<file path="config.mk">
export PLATFORM = sky130hd
export DESIGN_NAME = ht_bank_dispatch
export DESIGN_NICKNAME = d
export VERILOG_FILES = /design/src/rtl/ht_bank_dispatch.sv
export SDC_FILE = /design/constraint.sdc
export NUM_CORES = 1
export LEC_CHECK = 0
export BUFFER_PORTS_ARGS = -buffer_cell sky130_fd_sc_hd__buf_2
export CAP_MARGIN = 20
export CORE_AREA = 2 2 159 161
export DETAILED_ROUTE_END_ITERATION = 8
export DIE_AREA = 0 0 161 163
export PLACE_DENSITY = 0.71
export SYNTH_ARGS = -nofsm -noshare
export SYNTH_HDL_FRONTEND = slang
export SYNTH_SLANG_ARGS = --single-unit
</file>
<file path="constraint.sdc">
create_clock -name clk_i -period 16.1 [get_ports clk_i]
set_input_delay 1.61 -clock clk_i [delete_from_list [all_inputs] [get_ports clk_i]]
set_output_delay 1.61 -clock clk_i [all_outputs]
set_load 0.01 [all_outputs]
</file>
<file path="src/rtl/ht_bank_dispatch.sv">
// ht_bank_dispatch: runs the bank RAM clear, steers commands to banks by key bits, and merges results back in issue order
module ht_bank_dispatch #(
  parameter int NUM_BANKS    = 4,
  parameter int KEY_W        = 32,
  parameter int VALUE_W      = 16,
  parameter int RES_W        = 24,
  parameter int BANK_SEL_LSB = 0,
  parameter int ORDER_DEPTH  = 16,
  localparam int BW = $clog2(NUM_BANKS),
  localparam int AW = $clog2(ORDER_DEPTH)
) (
  input  logic                         clk_i,
  input  logic                         rst_i,
  input  logic [1:0]                   cmd_opcode_i,
  input  logic [KEY_W-1:0]             cmd_key_i,
  input  logic [VALUE_W-1:0]           cmd_value_i,
  input  logic                         cmd_valid_i,
  output logic                         cmd_ready_o,
  output logic [NUM_BANKS*2-1:0]       bank_cmd_opcode_o,
  output logic [NUM_BANKS*KEY_W-1:0]   bank_cmd_key_o,
  output logic [NUM_BANKS*VALUE_W-1:0] bank_cmd_value_o,
  output logic [NUM_BANKS-1:0]         bank_cmd_valid_o,
  input  logic [NUM_BANKS-1:0]         bank_cmd_ready_i,
  input  logic [NUM_BANKS*RES_W-1:0]   bank_res_i,
  input  logic [NUM_BANKS-1:0]         bank_res_valid_i,
  output logic [NUM_BANKS-1:0]         bank_res_ready_o,
  output logic [RES_W-1:0]             res_o,
  output logic [BW-1:0]                res_bank_o,
  output logic                         res_valid_o,
  input  logic                         res_ready_i,
  output logic                         clear_ram_run_o,
  input  logic [NUM_BANKS-1:0]         clear_ram_done_i,
  output logic                         init_done_o,
  output logic [AW:0]                  outstanding_o
);
  typedef enum logic [1:0] {CLR_START, CLR_WAIT, RUN} state_e;
  state_e state_q, state_d;
  logic [NUM_BANKS-1:0] flags_q, flags_d, bv_q, bv_d;
  logic run_q, run_d;
  logic [1:0] op_q [NUM_BANKS];
  logic [1:0] op_d [NUM_BANKS];
  logic [KEY_W-1:0] key_q [NUM_BANKS];
  logic [KEY_W-1:0] key_d [NUM_BANKS];
  logic [VALUE_W-1:0] val_q [NUM_BANKS];
  logic [VALUE_W-1:0] val_d [NUM_BANKS];
  logic [BW-1:0] order_mem [ORDER_DEPTH];
  logic [AW-1:0] wr_q, wr_d, rd_q, rd_d;
  logic [AW:0] cnt_q, cnt_d;
  logic [RES_W-1:0] res_arr [NUM_BANKS];
  logic [BW-1:0] b, h;
  logic full, empty, push, pop;
  for (genvar i = 0; i < NUM_BANKS; i++) begin : g_bank
    assign bank_cmd_opcode_o[i*2 +: 2]          = op_q[i];
    assign bank_cmd_key_o[i*KEY_W +: KEY_W]     = key_q[i];
    assign bank_cmd_value_o[i*VALUE_W +: VALUE_W] = val_q[i];
    assign res_arr[i]                           = bank_res_i[i*RES_W +: RES_W];
    assign bank_res_ready_o[i]                  = !empty && h == BW'(i) && res_ready_i;
  end
  always_comb begin
    b = cmd_key_i[BANK_SEL_LSB +: BW];
    h = order_mem[rd_q];
    full = cnt_q == (AW+1)'(ORDER_DEPTH);
    empty = cnt_q == '0;
    cmd_ready_o = state_q == RUN && !full && (!bv_q[b] || bank_cmd_ready_i[b]);
    push = cmd_valid_i && cmd_ready_o;
    res_valid_o = !empty && bank_res_valid_i[h];
    res_o = res_arr[h];
    res_bank_o = h;
    pop = res_valid_o && res_ready_i;
    wr_d = push ? wr_q + 1'b1 : wr_q;
    rd_d = pop ? rd_q + 1'b1 : rd_q;
    cnt_d = cnt_q + (AW+1)'(push) - (AW+1)'(pop);
    // a handshake empties the register unless the same cycle reloads it
    bv_d = (bv_q & ~bank_cmd_ready_i) | (push ? NUM_BANKS'(1) << b : '0);
    op_d = op_q;
    key_d = key_q;
    val_d = val_q;
    if (push) begin
      op_d[b] = cmd_opcode_i;
      key_d[b] = cmd_key_i;
      val_d[b] = cmd_value_i;
    end
    flags_d = state_q == CLR_START ? '0 : state_q == CLR_WAIT ? flags_q | clear_ram_done_i : flags_q;
    state_d = state_q == CLR_START ? CLR_WAIT : (state_q == CLR_WAIT && &flags_d) ? RUN : state_q;
    run_d = state_q == CLR_START;
    bank_cmd_valid_o = bv_q;
    clear_ram_run_o = run_q;
    init_done_o = state_q == RUN;
    outstanding_o = cnt_q;
  end
  always_ff @(posedge clk_i) begin
    if (rst_i) begin
      state_q <= CLR_START;
      flags_q <= '0;
      run_q <= 1'b0;
      bv_q <= '0;
      wr_q <= '0;
      rd_q <= '0;
      cnt_q <= '0;
    end else begin
      state_q <= state_d;
      flags_q <= flags_d;
      run_q <= run_d;
      bv_q <= bv_d;
      wr_q <= wr_d;
      rd_q <= rd_d;
      cnt_q <= cnt_d;
    end
  end
  always_ff @(posedge clk_i) begin
    op_q <= op_d;
    key_q <= key_d;
    val_q <= val_d;
    if (push) order_mem[wr_q] <= b;
  end
endmodule

</file>
; After elaboration in Yosys (flattened, before gate mapping)
; Memory sizes are Yosys's and may differ from the RTL's. A register that Yosys moved wholly into a read port is not among the register bits.
; Cells that the tools add are included.
[word_totals]
ramBits = 32
inputBits = 162
mem_count = 1
register_bits = 224
word_cells = 95
out_inout_bits = 243
[op_classes]
bitwise_logic = 6
n_lt_le_gt_ge = 5
n_reduce_logical = 25
shift = 1
mux = 27
n_eq_ne = 6
n_addsub = 4
[mem_list]
columns = name, words, width, rd, rd_ports_with_merged_regs, wr, line_no
row1 = order_mem, 16, 2, 1, 1, 1, 46  ; logic [BW-1:0] order_mem [ORDER_DEPTH];
[ops]
columns = op, n
row1 = bitwise mux 128 bit, 1
row2 = bitwise mux 64 bit, 1
row3 = demux 32 bit (select 2 bit), 1
row4 = binary-select mux 24 bit (select 2 bit), 1
row5 = two-way mux 24 bit, 2
row6 = demux 16 bit (select 2 bit), 1
row7 = two-way mux 32 bit, 1
row8 = two-way mux 4 bit, 5
row9 = two-way mux 16 bit, 1
row10 = logical AND 1 bit, 15
row11 = adder 4 x 1 -> 4 bit (second input constant), 2
row12 = bitwise mux 8 bit, 1
row13 = OR 4 bit, 2
row14 = two-way mux 1 bit, 7
row15 = binary-select mux 1 bit (select 2 bit), 3
row16 = == test 2 bit (second input constant), 3
row17 = >= comparator 3 bit (second input constant), 2
row18 = less-than comparator 2 x 3 -> 1 bit (second input constant), 2
row19 = NOT 2 -> 3 bit, 2
row20 = adder 5 x 1 -> 5 bit, 1
row21 = == test 5 bit (second input constant), 1
row22 = zero test 5 bit, 1
row23 = subtractor 5 x 1 -> 5 bit, 1
row24 = bitwise AND 4 bit, 1
row25 = other kinds (12), 16

; Logic depth before layout (Yosys ltp)
; Gate-level depths: netlist of run 1.
[logic_depth]
depth_word = 8
depth_mapped = 14
mapped_depth_nobuf = 13

; Least setup slack after synthesis of run 1
; OpenSTA, ideal clock, no wires.
[synth_timing]
path_type = input to register
from = in cmd_key_i[1]
to = reg key_q, in the netlist bank_cmd_key_o[64], enable pin
slack_ns = 8.998
path_stages = 6
t_required_ns = 15.568
n_path_buf = 1
arrival_ns = 6.570
setup_ns = 0.532
cell_sequence = clkbuf_1 or3b_2 a21oi_1 a2111oi_4 inv_1 nor3b_1
[synth_between]
elab_chain_cells = 6
word_cells_on_any_way = 8
classes_between = mux: 4 / reduce/logical: 4
[synth_rtl]
columns = item, line_no
row1 = start: declaration, 15  ; input logic [KEY_W-1:0] cmd_key_i,
row2 = binary-select mux 1 bit (select 2 bit), 64  ; cmd_ready_o = state_q == RUN && !full && (!bv_q[b] || bank_cmd_ready_i[b]);
row3 = two-way mux 1 bit (not written as such), 64
row4 = zero test 1 bit, 64
row5 = logical OR 1 bit (*), 64
row6 = logical AND 1 bit (*), 64
row7 = logical AND 1 bit (*), 65  ; push = cmd_valid_i && cmd_ready_o;
row8 = end signal: assignment, 112  ; key_q <= key_d;
row9 = end: declaration, 42  ; logic [KEY_W-1:0] key_q [NUM_BANKS];
; Every way passes the cells marked *; elsewhere a longest branch is shown, timed or not. The select of a mux whose other input is x is not followed.
; A chain may end at the register's enable or synchronous reset.

==> results of run 1 <==
cells in the final DEF, fill, tap and decap left out, types with 2 or more instances in the layout:
cell and instances:
a2111oi_4 2, a211oi_1 28, a21oi_1 34, a22o_1 2
buf_2 404, buf_4 6, bufinv_16 7, clkbuf_1 4
clkbuf_16 25, clkinv_1 2, clkinv_2 3, clkinvlp_4 2
dfxtp_1 28, edfxtp_1 232, ha_1 11, inv_1 11
mux2_1 4, mux2i_1 28, mux2i_2 2, mux4_2 8
nand2_1 8, nand2b_1 6, nand3_1 4, nand3b_1 3
nor2_1 31, nor2_4 2, nor2b_1 34, nor3_1 8
nor3b_1 2, o21ai_0 2, o21ba_2 2, o22ai_1 3
xnor2_1 3, xor2_1 3
per-stage QoR:
stage / util / power (mW)
floorplan: - / 0.918
global placement: 0.484 / 1.01
detailed placement: 0.484 / 1.01
CTS: 0.521 / 1.65
global route: 0.521 / 1.69
finish: 0.521 / 1.63
metal layers:
layer / vias up / global-route usage / routed length [µm]
met4: 0 / 0.0633 / 733
met2: 315 / 0.354 / 13600
met1: 2957 / 0.189 / 8640
li1: 2884 / - / -
met3: 40 / 0.0868 / 3090
met5: - / 0 / 0
Yosys cell counts, types with 3 or more instances:
cell      instances  share of area
nor2b_1          34          0.022
nand3b_1          3         0.0024
nand3_1           4         0.0021
inv_1            12         0.0047
ha_1             11          0.014
buf_2             4         0.0021
a211oi_1         28          0.022
edfxtp_1        232           0.73
o22ai_1           3         0.0020
nand2b_1          6         0.0039
nor2_1           32          0.013
mux2_1            4         0.0047
xor2_1            3         0.0027
nor3b_1           3         0.0024
xnor2_1           3         0.0027
dfxtp_1          28          0.059
mux2i_1          28          0.029
mux4_2            8          0.019
clkbuf_1         13         0.0051
nand2_1           8         0.0031
nor3_1            9         0.0047
a21oi_1          34          0.018
worst paths after layout:
check	end	slack (ns)	startpoint
worst max-delay path	res_valid_o	11.06	register
worst min-delay path	flags_q[2]$_SDFF_PP0_	0.48	flags_q[2]$_SDFF_PP0_
worst max register to register	outstanding_o[4]$_SDFF_PP0_	11.58	register
worst min register to register	flags_q[2]$_SDFF_PP0_	0.48	flags_q[2]$_SDFF_PP0_
sequential cells by signal, indices dropped and copies added, names as in the netlist, 2 cells and up, named ones only:
register and count:
bank_cmd_key_o 128, rd_q 4, order_mem 32, wr_q 4, outstanding_o 5, bank_cmd_opcode_o 8, bank_cmd_valid_o 4, bank_cmd_value_o 64
flags_q 4, state_q 2
area by class of cell:
class,instances,area share
multi-input cells,244,0.147
flip-flops and latches,260,0.586
clock buffers,29,0.0499
repair buffers,410,0.161
well taps,330,0.0321
inverters,13,0.00380
clock inverters,15,0.0204
power groups by stage:
stage | Sequential [mW] | Clock (mW) | Combinational [mW]
floorplan | 0.769 | 0 | 0.149
global placement | 0.772 | 0 | 0.239
detailed placement | 0.772 | 0 | 0.243
CTS | 0.757 | 0.649 | 0.243
global route | 0.759 | 0.673 | 0.263
finish | 0.757 | 0.637 | 0.240
worst max-delay path: stages (launching register included):
cell	delay (ns)
dfxtp_1	0.57
mux4_2	0.57
mux2i_2	0.24
mux2i_4	0.09
buf_4	0.41
mux2i_1	0.63
a211oi_1	0.19
buf_2	0.19
cell families (layout without fill, tap and decap cells):
group                    after synthesis  count (layout)  synth area share
adder cells (fa/ha/maj)               12              12            0.0165
multiplexers                          43              43            0.0581
AO/OA/AOI/OAI                         77              77            0.0564
AND/OR/NAND/NOR                      106             106            0.0590
XOR/XNOR                               6               6           0.00550
flip-flops                           260             260             0.788
buffers and inverters                 36             467            0.0168
==> results_dict.tcl, run 1 <==
set metrics [dict create \
    hold_path_class "reg -> reg" \
    post-cts-setup-buffers 0 \
    min_period_ns 5.04 \
    worst_pin_slew_ns 0.895 \
    tritoncts "built" \
    hold_path_depth 2 \
    crit_type "reg -> out" \
    power_frac_clock 0.390 \
    clock_path_buffers 3 \
    ff_latch_area_um2 7530 \
    setup_tns_ns 0 \
    first_pass_iters 4 \
    slew_violations 0 \
    cts.sinks 260 \
    rows 58 \
    cts_hold_buf 0 \
    via_count 6196 \
    finalSetupViolCount 0 \
    switching_share 0.239 \
    placedCellCount 1257 \
    status "finished, final reports clean" \
    switchingPower_mw 0.390 \
    io_buffers 404 \
    cts_made_buffers 24 \
    gp_congestion 0.828 \
    postRouteWirelength_mm 26.1 \
    core_area_um2 24700 \
    synth_area_um2 9560 \
    end_kind "output port" \
    grt_max_degree 80 \
    stdcell_count 1301 \
    yosysWarnings 0 \
    cts_root_buffer "clkbuf_16" \
    hold_viol_final 0 \
    grt_pass1_wl_mm 37.6 \
    drc 0 \
    layout.nets 1127 \
    preCtsSetupSlack_ns 11.10 \
    critPathLaunchType "register" \
    drt_iter0_drc 357 \
    cellLeakagePower_nw 5.08 \
    place_hpwl_mm 19.2 \
    fin_area_um2 12800 \
    critPathMaxFanout 79 \
    rsz0062_at_grt "false" \
    die_h_um 163 \
    synth_cells 540 \
    syn_area_per_cell_um2 17.7 \
    diodes 0 \
    comb_power_share 0.147 \
    die_x_um 161 \
    cts.clk_slew.worst_paths_ns 0.06 \
    synth-main-ff-cell "edfxtp_1" \
    hold_ws_ns 0.482 \
    ys_ff_latch 260 \
    fillers 2055 \
    synth-async-reset-ratio 0 \
    multi_input_area_um2 1890 \
    seq_area_frac_synth 0.788 \
    h-tree-depth 1 \
    p_per_area_nw_per_um2 127 \
    fmax_ghz 0.199 \
    synth_edf_count 232 \
    start_util 0.387 \
    synth_cell_types 45 \
    cp.arrival_ns 3.43 \
    cts-resized-gates 0 \
    grt_use_total 0.191 \
    layout_setup_ws_ns 11.06 \
    io_pins 405 \
    max-cap-violations 0 \
    fin_crit_sh 0.313 \
    p_int_mw 1.24 \
    placed_area_um2 11900 \
    die-area_um2 26200 \
    antenna_left 0 \
    drive_gt1_frac 0.485 \
    slew_headroom 0.403 \
    overflow 0 \
    synth_fp_nets 714 \
    antenna_found_initial 1 \
    required_ns 14.49 \
    clock_latency_ns 0.51 \
    clock_skew_ns 0.00636 \
    grt_pass1_vias 6320 \
    wire_per_inst_um 20.0 \
    r2r_cells 14 \
    pwr-share-seq 0.463 \
    area_growth_pct 34.4 \
    ir_worst_vdd_mv 0.115 \
    viasPerCell 4.76 \
]
(Power assumes the default switching activity.)
==> run 2: changes to the inputs <==
--- a/config.mk
+++ b/config.mk
@@ -7,10 +7,10 @@
 export LEC_CHECK = 0
 export BUFFER_PORTS_ARGS = -buffer_cell sky130_fd_sc_hd__buf_2
 export CAP_MARGIN = 20
-export CORE_AREA = 2 2 159 161
+export CORE_AREA = 2 2 157 159
 export DETAILED_ROUTE_END_ITERATION = 8
-export DIE_AREA = 0 0 161 163
-export PLACE_DENSITY = 0.71
+export DIE_AREA = 0 0 159 161
+export PLACE_DENSITY = 0.76
 export SYNTH_ARGS = -nofsm -noshare
 export SYNTH_HDL_FRONTEND = slang
 export SYNTH_SLANG_ARGS = --single-unit
==> constraint.sdc (replaced) <==
create_clock -name clk_i -period 4.1 [get_ports clk_i]
set_input_delay 0.41 -clock clk_i [delete_from_list [all_inputs] [get_ports clk_i]]
set_output_delay 0.41 -clock clk_i [all_outputs]
set_load 0.01 [all_outputs]
==> run 2 against run 1 <==
Total power rose to 3.7 times the previous value. Global-route usage rose by 1.4 points. Clock skew up 0.012 ns. Worst hold slack worse by 0.37 ns. First-iteration DRC count up 0.84%. Worst setup slack worse by 11 ns. Core utilization rose by 1.2 points. Critical path type unchanged. Highest routed layer is now met5.
==> results_dict.tcl, run 2 (synthesis results as in run 1) <==
set metrics [dict create \
    status "finished, final reports clean" \
    slew_headroom 0.449 \
    viasPerCell 4.85 \
    antenna_found_initial 4 \
    cts_made_buffers 25 \
    grt_use_total 0.205 \
    cts.sinks 260 \
    drt_iter0_drc 360 \
    antenna_left 0 \
    die_x_um 159 \
    largest_reg_flops 128 \
    min_period_ns 3.71 \
    layout_setup_ws_ns 0.386 \
    cts-resized-gates 0 \
    end_kind "output port" \
    min_delay_worst_endpoint "bank_cmd_key_o[101]$_DFFE_PP_" \
    tritoncts "built" \
    worstHoldStart "cmd_key_i[5]" \
    cts_root_buffer "clkbuf_16" \
    r2r_end "outstanding_o[4]$_SDFF_PP0_" \
    clock_latency_ns 0.51 \
    fmax_ghz 0.269 \
    io_buffers 404 \
    area_growth_pct 33.7 \
    clock_skew_ns 0.0185 \
    h-tree-depth 1 \
    hold_viol_final 0 \
    postRouteWirelength_mm 27.3 \
    overflow 0 \
    max-cap-violations 0 \
    rrSetupSlack_ns 0.42 \
    core_area_um2 24000 \
    hold_path_depth 1 \
    p_total_mw 6.07 \
    io_pins 405 \
    worst_pin_slew_ns 0.826 \
    crit_type "reg -> out" \
    required_ns 3.69 \
    gp_congestion 0.898 \
    r2r_cells 13 \
    start_util 0.399 \
    layout_commonest_cell "buf_2" \
    cts.clk_slew.worst_paths_ns 0.06 \
    die_h_um 161 \
    ir_worst_vdd_mv 0.513 \
    grt_pass1_vias 6428 \
    hold_path_class "in -> reg" \
    preCtsSetupSlack_ns 0.398 \
    finalSetupViolCount 0 \
    rsz0062_at_grt "false" \
    placedCellCount 1257 \
    place_hpwl_mm 20.2 \
    stdcell_count 1303 \
    fin_area_um2 12800 \
    slew_violations 0 \
    first_pass_iters 6 \
    drc 0 \
    drive_gt1_frac 0.482 \
    post-cts-setup-buffers 0 \
    utilization 0.533 \
    cp.arrival_ns 3.30 \
    cellLeakagePower_nw 5.05 \
    cts_hold_buf 0 \
    wire_per_inst_um 21.0 \
    rows 57 \
    via_count 6323 \
    layout.nets 1134 \
    die-area_um2 25600 \
    grt_pass1_wl_mm 39.5 \
    grt_max_degree 78 \
    critPathLaunchType "register" \
    fin_crit_sh 0.906 \
    clock_path_buffers 3 \
    critPathMaxFanout 77 \
    p_per_area_nw_per_um2 475 \
    layout_common_cells "404 x buf_2, 232 x edfxtp_1, 34 x a21oi_1, 34 x nor2b_1, 31 x nor2_1" \
    placed_area_um2 12000 \
]
==> run 2: cell types whose count changed in the layout (fill, tap and decap cells not counted), moves of 2 or more <==
cell       delta
clkinv_1      +4
diode_2       +3
bufinv_16     -5
clkbuf_1      +2
buf_4         +5
==> run 2: worst max path at each step <==
stage / end / from / slack (ns) / depth (start not counted)
floorplan: bank_cmd_key_o[32]$_DFFE_PP_ / outstanding_o[2]$_SDFF_PP0_ / -0.07 / 6
global placement: outstanding_o[4]$_SDFF_PP0_ / register / 0.47 / 13
detailed placement: outstanding_o[4]$_SDFF_PP0_ / register / 0.40 / 13
CTS: res_o[7] / register / 0.34 / 7
global route: outstanding_o[4]$_SDFF_PP0_ / register / 0.17 / 13
finish: res_o[7] / register / 0.39 / 8
==> run 2: routing by layer <==
| layer | part of all wire | vias to the layer above | global-route usage |
|---|---|---|---|
| li1 | - | 2910 | - |
| met1 | 0.33 | 3022 | 0.203 |
| met2 | 0.53 | 341 | 0.385 |
| met3 | 0.11 | 48 | 0.0814 |
| met4 | 0.033 | 2 | 0.0773 |
| met5 | 0.00066 | - | 0 |
==> run 2: layout make-up <==
cell class	count	area, µm²
fillers	1941	11200
flip-flops and latches	260	7530
repair buffers	416	2120
multi-input cells	244	1900
clock buffers	31	648
well taps	324	405
clock inverters	12	113
inverters	13	48.8
diodes	3	7.51
==> run 2: critical path: stages, from the launching register on <==
cell and delay (ns):
dfxtp_1 0.49, mux4_2 0.58, mux2i_2 0.22, mux2i_4 0.13
buf_4 0.41, nor2b_1 0.22, a211oi_1 0.06, a21oi_1 0.43
buf_2 0.23
==> run 2: report_power, final <==
group | internal, mW | switching, mW | total, mW
Sequential | 2.92 | 0.0466 | 2.97
Combinational | 0.402 | 0.549 | 0.951
Clock | 1.24 | 0.905 | 2.15
Total | 4.57 | 1.50 | 6.07
==> run 2: per-stage QoR <==
step | TNS [ns] | hold slack [ns]
3_5_place_dp | 0 | 0.465
6_report | 0 | 0.117
3_3_place_gp | 0 | 0.452
2_1_floorplan | -6.70 | 0.438
5_1_grt | 0 | 0.102
4_1_cts | 0 | 0.0882
==> run 3: changes to the inputs <==
--- a/config.mk
+++ b/config.mk
@@ -5,6 +5,7 @@
 export SDC_FILE = /design/constraint.sdc
 export NUM_CORES = 1
 export LEC_CHECK = 0
+export ABC_AREA = 1
 export BUFFER_PORTS_ARGS = -buffer_cell sky130_fd_sc_hd__buf_2
 export CAP_MARGIN = 20
 export CORE_AREA = 2 2 157 159
==> run 3 against run 2 <==
Global-route usage decreased by 1.4 points. Sequential cell count unchanged. Worst setup slack improved by 0.40 ns. Non-clock buffer count decreased by 3. Register-to-register slack improved by 0.49 ns. First-iteration DRC count increased by 76%. Sequential share of layout area decreased by 0.74 points. Clock-buffer cell count increased by 5. Critical path type unchanged. Largest power group unchanged.
==> results_dict.tcl, run 3 <==
set metrics [dict create \
    wl_met3_mm 1.75 \
    grt_use_total 0.191 \
    layout_common_cells "404 x buf_2, 232 x edfxtp_1, 106 x nand3_1, 93 x nand2_1, 46 x inv_1" \
    drt-met1-wl_mm 10.3 \
    rsz0062_at_grt "false" \
    multi_input_area_um2 1710 \
    die_x_um 159 \
    tritoncts "built" \
    slowest_stage "dfxtp_1" \
    area_growth_pct 35.4 \
    cts_root_buffer "clkbuf_16" \
    viasPerCell 4.90 \
    path_cells "inv_4 -> nand2_1 -> nand3_1 -> nand3_1 -> nand3_2 -> nand2_4 -> buf_4 -> nand3_1 -> nand4_1 -> buf_2" \
    finalSetupViolCount 0 \
    crit_type "reg -> out" \
    cts_hold_buf 0 \
    placed_area_um2 12000 \
    die-area_um2 25600 \
    comb_power_share 0.258 \
    post-cts-setup-buffers 0 \
    worst_pin_slew_ns 0.622 \
    place_hpwl_mm 18.8 \
    switchingPower_mw 2.30 \
    layout.nets 1260 \
    die_h_um 161 \
    rows 57 \
    slew_headroom 0.584 \
    overflow 0 \
    cp_num_buf_inv 3 \
    synth-main-ff-cell "edfxtp_1" \
    io_buffers 404 \
    max-cap-violations 0 \
    synth_edf_count 232 \
    cp.arrival_ns 2.91 \
    layout_commonest_cell "buf_2" \
    stdcell_count 1431 \
    antenna_left 0 \
    h-tree-depth 1 \
    postRouteWirelength_mm 26.0 \
    required_ns 3.69 \
    preCtsSetupSlack_ns 0.938 \
    drt_iter0_drc 633 \
    hold_ws_ns 0.0907 \
    yosysTopAreaCellShare 0.729 \
    wire_per_inst_um 18.2 \
    utilization 0.540 \
    diodes 0 \
    ff_latch_area_um2 7530 \
    clock_latency_ns 0.53 \
    synth_cells 665 \
    yosys-top-cells-area "edfxtp_1 73%, dfxtp_1 5.9%, nand3_1 5.6%, nand2_1 3.7%, inv_1 2.0%" \
    first_pass_iters 7 \
    cts.clk_slew.worst_paths_ns 0.06 \
    synth_cell_types 33 \
    hold_viol_final 0 \
    grt_pass1_vias 6642 \
    end_kind "output port" \
    crit_top_cell "nand3_1" \
    cellLeakagePower_nw 5.34 \
    setup_tns_ns 0 \
    layout_setup_ws_ns 0.784 \
    synth_area_um2 9550 \
    drive_gt1_frac 0.431 \
    pwr-share-seq 0.403 \
    min_period_ns 3.32 \
    yosysTopAreaCell "edfxtp_1" \
    clock_path_buffers 3 \
    crit_family "simple AND/OR/NAND/NOR gates" \
    start_util 0.399 \
    fin_area_um2 12900 \
    wl_met2_mm 13.0 \
    yosysMostFrequentCell "edfxtp_1" \
    hold_path_class "in -> reg" \
    drc 0 \
    grt_pass1_wl_mm 38.2 \
    largest_reg_flops 128 \
    cts-resized-gates 0 \
    critPathLaunchType "register" \
    power_frac_clock 0.339 \
    clock_skew_ns 0.0178 \
    synth.top_cells.by_count "232 x edfxtp_1, 106 x nand3_1, 93 x nand2_1, 50 x inv_1, 39 x nor2_1" \
    synth_fp_nets 839 \
    p_total_mw 7.44 \
    io_pins 405 \
    fmax_ghz 0.302 \
    fillers 2016 \
    status "finished, final reports clean" \
    placedCellCount 1381 \
    ir_worst_vdd_mv 0.411 \
    core_area_um2 24000 \
    seq_area_frac_synth 0.788 \
    yosysWarnings 0 \
    cpPeakStageDelay_ns 0.72 \
    ys_ff_latch 260 \
    syn_area_per_cell_um2 14.4 \
    critPathMaxFanout 50 \
    cts_made_buffers 27 \
    via_count 7008 \
    antenna_found_initial 1 \
    slew_violations 0 \
    grt_max_degree 52 \
    highest_layer "met4" \
    p_per_area_nw_per_um2 575 \
    gp_congestion 0.814 \
    switching_share 0.308 \
    p_int_mw 5.15 \
    cts.sinks 260 \
    fin_crit_sh 0.809 \
    synth-async-reset-ratio 0 \
]
[run 3: cell types whose count changed in the layout (fill, tap and decap cells not counted), sizes merged, moves of 4 or more]
cell / before / now
nor2b: 34 / 0
a211oi: 29 / 0
clkbuf: 31 / 36
nand2b: 6 / 0
mux2: 4 / 0
mux2i: 31 / 0
nand4: 1 / 26
a21oi: 34 / 20
nand3: 4 / 112
inv: 13 / 57
nor2: 33 / 41
nand2: 8 / 98
mux4: 8 / 0
o21ai: 2 / 7
[run 3: metal layers]
metal | vias to the layer above | GRT usage
li1 | 3243 | -
met1 | 3398 | 0.243
met2 | 304 | 0.321
met3 | 63 | 0.0419
met4 | 0 | 0.0785
met5 | - | 0
[run 3: logic make-up (layout without fill, tap and decap cells)]
logic type,Yosys count,in the layout,synth area share
simple gates,285,285,0.144
fa+ha+maj,12,12,0.0165
compound gates,29,29,0.0161
xor+xnor,3,3,0.00275
buf+inv,76,518,0.0326
flops,260,260,0.788
[run 3: cell type report]
type,count,area share
Clock buffer,36,0.0598
Sequential cell,260,0.582
Clock inverter,14,0.0130
Inverter,55,0.0162
Timing Repair Buffer,413,0.165
Tap cell,324,0.0313
Multi-Input combinational cell,329,0.133
[run 3: worst paths after layout]
path	slack, ns	cells after the start	startpoint	endpoint
setup / recovery	0.78	10	register	res_o[10]
hold / removal	0.09	1	cmd_key_i[18]	bank_cmd_key_o[50]$_DFFE_PP_
setup reg to reg	0.91	18	register	outstanding_o[4]$_SDFF_PP0_
hold reg to reg	0.46	2	flags_q[1]$_SDFF_PP0_	flags_q[1]$_SDFF_PP0_
[run 3: power groups by stage]
stage / clock network [mW] / logic, mW / registers, mW
floorplan: 0 / 1.30 / 3.03
global placement: 0 / 1.86 / 3.05
detailed placement: 0 / 1.89 / 3.05
CTS: 2.56 / 1.90 / 3.00
global route: 2.65 / 2.12 / 3.01
finish: 2.52 / 1.92 / 3.00
